<file path="src/rtl/uart_tx_fifo.sv">
// Buffered UART transmitter: 16-entry write FIFO, baud counter and framing FSM on one clock.
// Define UART_TX_PARITY_EN to insert a parity bit (even, or odd with PARITY_ODD=1) before the stop bit.
module uart_tx_fifo #(
  parameter int CLKS_PER_BIT = 217,
  parameter int FIFO_AW      = 4,
  parameter bit PARITY_ODD   = 1'b0
) (
  input  logic             sclk,
  input  logic             reset,
  input  logic             wr,
  input  logic [7:0]       data,
  input  logic             clr_ovf,
  output logic             dout,
  output logic             full,
  output logic             empty,
  output logic [FIFO_AW:0] level,
  output logic             busy,
  output logic             overflow
);

  localparam int DEPTH  = 1 << FIFO_AW;
  localparam int BAUD_W = (CLKS_PER_BIT > 1) ? $clog2(CLKS_PER_BIT) : 1;
  localparam logic [BAUD_W-1:0] BAUD_LAST = BAUD_W'(CLKS_PER_BIT - 1);

  if (CLKS_PER_BIT < 2 || PARITY_ODD > 1'b1) begin : g_bad_cfg
    $error("uart_tx_fifo: CLKS_PER_BIT must be >= 2");
  end

  typedef enum logic [2:0] {
    IDLE,
    START,
    DATA,
`ifdef UART_TX_PARITY_EN
    PARITY,
`endif
    STOP
  } state_t;

  state_t              state_q, state_d;
  logic [BAUD_W-1:0]   baud_q, baud_d;
  logic [2:0]          bit_q, bit_d;
  logic [7:0]          shreg_q, shreg_d;
  logic                dout_q, dout_d;
  logic                ovf_q, ovf_d;
  logic [FIFO_AW:0]    wptr_q, rptr_q;
  logic [7:0]          mem_q [DEPTH];
  logic [7:0]          head;
  logic                push, pop, tick;
`ifdef UART_TX_PARITY_EN
  logic                par_q, par_d;
`endif

  assign empty    = (wptr_q == rptr_q);
  assign full     = (wptr_q[FIFO_AW] != rptr_q[FIFO_AW]) &&
                    (wptr_q[FIFO_AW-1:0] == rptr_q[FIFO_AW-1:0]);
  assign level    = wptr_q - rptr_q;
  assign busy     = (state_q != IDLE) || !empty;
  assign overflow = ovf_q;
  assign dout     = dout_q;
  assign head     = mem_q[rptr_q[FIFO_AW-1:0]];
  assign push     = wr && !full;

  // A dropped write takes priority over a simultaneous clear.
  always_comb begin
    ovf_d = ovf_q;
    if (wr && full) begin
      ovf_d = 1'b1;
    end else if (clr_ovf) begin
      ovf_d = 1'b0;
    end
  end

  always_comb begin
    state_d = state_q;
    baud_d  = baud_q;
    bit_d   = bit_q;
    shreg_d = shreg_q;
    pop     = 1'b0;
    dout_d  = 1'b1;
    tick    = (baud_q == BAUD_LAST);
`ifdef UART_TX_PARITY_EN
    par_d   = par_q;
`endif
    if (state_q != IDLE) begin
      baud_d = tick ? '0 : baud_q + 1'b1;
    end
    case (state_q)
      IDLE: begin
        if (!empty) begin
          pop     = 1'b1;
          state_d = START;
        end
      end
      START: begin
        if (tick) state_d = DATA;
      end
      DATA: begin
        if (tick) begin
          shreg_d = {1'b0, shreg_q[7:1]};
          bit_d   = bit_q + 3'd1;
          if (bit_q == 3'd7) begin
`ifdef UART_TX_PARITY_EN
            state_d = PARITY;
`else
            state_d = STOP;
`endif
          end
        end
      end
`ifdef UART_TX_PARITY_EN
      PARITY: begin
        if (tick) state_d = STOP;
      end
`endif
      STOP: begin
        // Back-to-back frames: pop straight into START with no idle gap.
        if (tick) begin
          if (!empty) begin
            pop     = 1'b1;
            state_d = START;
          end else begin
            state_d = IDLE;
          end
        end
      end
      default: state_d = IDLE;
    endcase
    if (pop) begin
      shreg_d = head;
`ifdef UART_TX_PARITY_EN
      par_d   = (^head) ^ PARITY_ODD;
`endif
    end
    // Line level is registered from the state being entered.
    case (state_d)
      START:   dout_d = 1'b0;
      DATA:    dout_d = shreg_d[0];
`ifdef UART_TX_PARITY_EN
      PARITY:  dout_d = par_q;
`endif
      default: dout_d = 1'b1;
    endcase
  end

  always_ff @(posedge sclk or negedge reset) begin
    if (!reset) begin
      state_q <= IDLE;
      baud_q  <= '0;
      bit_q   <= '0;
      dout_q  <= 1'b1;
      ovf_q   <= 1'b0;
      wptr_q  <= '0;
      rptr_q  <= '0;
    end else begin
      state_q <= state_d;
      baud_q  <= baud_d;
      bit_q   <= bit_d;
      dout_q  <= dout_d;
      ovf_q   <= ovf_d;
      if (push) wptr_q <= wptr_q + 1'b1;
      if (pop)  rptr_q <= rptr_q + 1'b1;
    end
  end

  always_ff @(posedge sclk) begin
    if (push) mem_q[wptr_q[FIFO_AW-1:0]] <= data;
    shreg_q <= shreg_d;
`ifdef UART_TX_PARITY_EN
    par_q   <= par_d;
`endif
  end

endmodule

</file>
<file path="config.mk">
export PLATFORM = sky130hd
export DESIGN_NAME = uart_tx_fifo
export DESIGN_NICKNAME = d
export VERILOG_FILES = /design/src/rtl/uart_tx_fifo.sv
export SDC_FILE = /design/constraint.sdc
export NUM_CORES = 1
export LEC_CHECK = 0
export ABC_AREA = 1
export BUFFER_PORTS_ARGS = -buffer_cell sky130_fd_sc_hd__buf_2
export CAP_MARGIN = 20
export CORE_MARGIN = 4
export CORE_UTILIZATION = 40
export DETAILED_ROUTE_END_ITERATION = 10
export HOLD_SLACK_MARGIN = 0.02
export SLEW_MARGIN = 25
export SYNTH_ARGS = -nofsm -noshare
export SYNTH_HDL_FRONTEND = slang
export SYNTH_SLANG_ARGS = --single-unit
</file>
<file path="constraint.sdc">
create_clock -name sclk -period 3.2 [get_ports sclk]
set_input_delay 0.48 -clock sclk [delete_from_list [all_inputs] [get_ports sclk]]
set_output_delay 0.48 -clock sclk [all_outputs]
set_load 0.005 [all_outputs]
</file>
==> out/results.tsv <==
metric	value	unit
outcome	completed	
swShare	37.9	%
cts_buffers	17	
grt_pass1_wl	25.3	mm
start_kind	flip-flop	
switchingPower	2.77	mW
internal_power	4.54	mW
grt_pass1_vias	4529	
tritoncts	yes	
yosysTopAreaCell	edfxtp_1	
synth_top_area_share	58.0	%
finish.utilization	45.8	%
critPathBufInv	3	
p_clk_share	27.5	%
multiInputGateArea	0.00195	sq mm
nNetsFinal	665	
portBuffers	21	
path_clk_slew	0.07	ns
first_pass_iters	5	
synth_warnings	0	
slew_headroom	54.4	%
overflow	0	
place_area	0.00729	sq mm
grt_start_max_net_pins	67	
power_frac_comb	33.9	%
crit_start	rptr_q[2]$_DFFE_PN0P_	
setup_tns	0	ns
cts_max_level	4	
drt-initial-drc-count	546	
antenna_found_initial	0	
cpPeakStageDelay	0.61	ns
cts.repair.resized	0	
min_period_over_period	87.8	%
yosys_most_used_dff	edfxtp_1	
finalSetupViolCount	0	
io_pins	22	
holdCritPathClass	input pin to async pin	
avgSynthCellArea	11.3	sq um
critPathMostFrequentCell	nor2_1	
critical_path_class	flip-flop to output pin	
dieArea	0.0196	sq mm
crit_required	2.72	ns
ant_nets	0	
synth-edff-count	135	
pwr_density_cell	927	mW/mm^2
grt_util_met2	25.2	%
vias	4593	
post_cts_buffers	0	
syn_nets	642	
synthArstFlopShare	16.0	%
die_w	140	um
final_common_cell	edfxtp_1	
skew	0.0114	ns
gp_congestion	0.879	
core_area	0.0172	sq mm
wl_per_cell	18.3	um
final_area	0.00789	sq mm
vdd.ir_drop.worst	525	uV
nFillCells	1565	
grt_busiest_layer	met2	
synth_cells	616	
syn_area	0.00699	sq mm
ys_ff_latch	162	
tightest_slew	0.682	ns
drc_errors	0	
period_needed	2.81	ns
rsz0062_at_grt	no	
vias_per_cell	5.24	
hold_viol	0	
clock_sinks	162	
rows	48	
cts_max_path_buffers	2	
drive_above_1_share	12.6	%
crit_path_cell_trace	clkinv_1 > ha_1 > nand2_1 > nor2_1 > inv_1 > nor2_1 > buf_2	
crit_family	flip-flops	
dp_hpwl	10.7	mm
fmax	0.356	GHz
seqPwrFrac	38.7	%
r2r_start	rptr_q[2]$_DFFE_PN0P_	
gr-usage-met1	24.4	%
layout_common_cells	edfxtp_1 (135), nand2_1 (108), nor2_1 (91), o21ai_0 (58), inv_1 (41)	
hold_buffers	0	
end_kind	output pin	
crit_path_max_fanout	14	
syn2layout_area_growth	12.9	%
routed_wl	16.0	mm
start_util	40.5	%
ys_types	38	
clk_latency	0.43	ns
grt_util_met3	4.34	%
cap_violations	0	
cts-root-buf	clkbuf_16	
yosysSeqAreaShare	67.6	%
grt_use_total	17.0	%
maxSlewViolCount	0	
diodes	0	
die_h	140	um
seq_area	0.00473	sq mm
arrival	2.33	ns
netlist_top_cells_area	edfxtp_1 (58%), dfrtp_1 (9.0%), nand2_1 (5.8%)	
leakagePower	3.01	nW
slowest_stage	dfrtp_1	
-- metrics by stage --
step	std cells	hold WS [ns]	power, mW	setup slack [ns]
floorplan	616	0.184	4.52	0.894
global placement	845	0.470	5.28	0.570
detailed placement	845	0.487	5.32	0.432
CTS	877	0.0788	7.33	0.415
global route	877	0.106	7.77	0.197
finish	877	0.0715	7.31	0.392
-- metal layers --
metal,up-vias,routed length [um]
met5,-,0
met4,0,295
met3,23,1180
met2,165,7250
met1,2237,7290
li1,2168,-
-- power groups by stage --
stage | Sequential, mW | Combinational (mW) | Clock [mW]
CTS | 2.83 | 2.47 | 2.03
global placement | 2.85 | 2.43 | 0
detailed placement | 2.87 | 2.46 | 0
finish | 2.83 | 2.47 | 2.01
floorplan | 2.81 | 1.71 | 0
global route | 2.86 | 2.76 | 2.15
-- cell usage after synthesis, types with 3 or more instances --
cell and number:
edfxtp_1 135, a21oi_1 12, nand4_1 4, xor2_1 12
nor2_2 4, nor2_1 91, nand3_1 33, nand2_1 108
buf_4 3, o21ai_0 58, nand2_2 3, ha_1 13
inv_1 41, o211ai_1 12, inv_2 4, buf_2 15
dfrtp_1 25, o22ai_1 12, clkbuf_1 4, nor3_1 4
-- layout make-up --
type                            instances  share of cell area [%]
Inverter                               48                    2.30
Timing Repair Buffer                   28                    2.00
Multi-Input combinational cell        382                    24.7
Clock buffer                           17                    5.39
Sequential cell                       162                    59.9
Clock inverter                         15                    2.13
Tap cell                              225                    3.57
-- cells by family after synthesis --
group           Yosys count  share of synthesized area, %
simple gates            253                          15.2
compound gates           99                          8.02
flops                   162                          67.6
xor+xnor                 15                          1.99
fa+ha+maj                14                          2.61
other cells               1                        0.0537
buf+inv                  72                          4.53
-- flip-flops by register name (all words and copies together) (netlist names) --
name and flops:
overflow 1, rptr_q 5, mem_q 128, baud_q 8, bit_q 3, state_q 3
dout 1, shreg_q 8, wptr_q 5
-- worst paths after layout --
path | slack [ns] | endpoint | depth (start not counted)
max | 0.39 | full | 7
min | 0.07 | overflow$_DFFE_PN0P_ | 1
max reg2reg | 0.40 | mem_q[9][4]$_DFFE_PP_ | 9
min reg2reg | 0.50 | bit_q[2]$_DFFE_PN0P_ | 2
max in group asynchronous | 2.67 | rptr_q[0]$_DFFE_PN0P_ | 1
min in group sclk | 0.25 | overflow$_DFFE_PN0P_ | 2
Power figures use the tool's default switching activity.
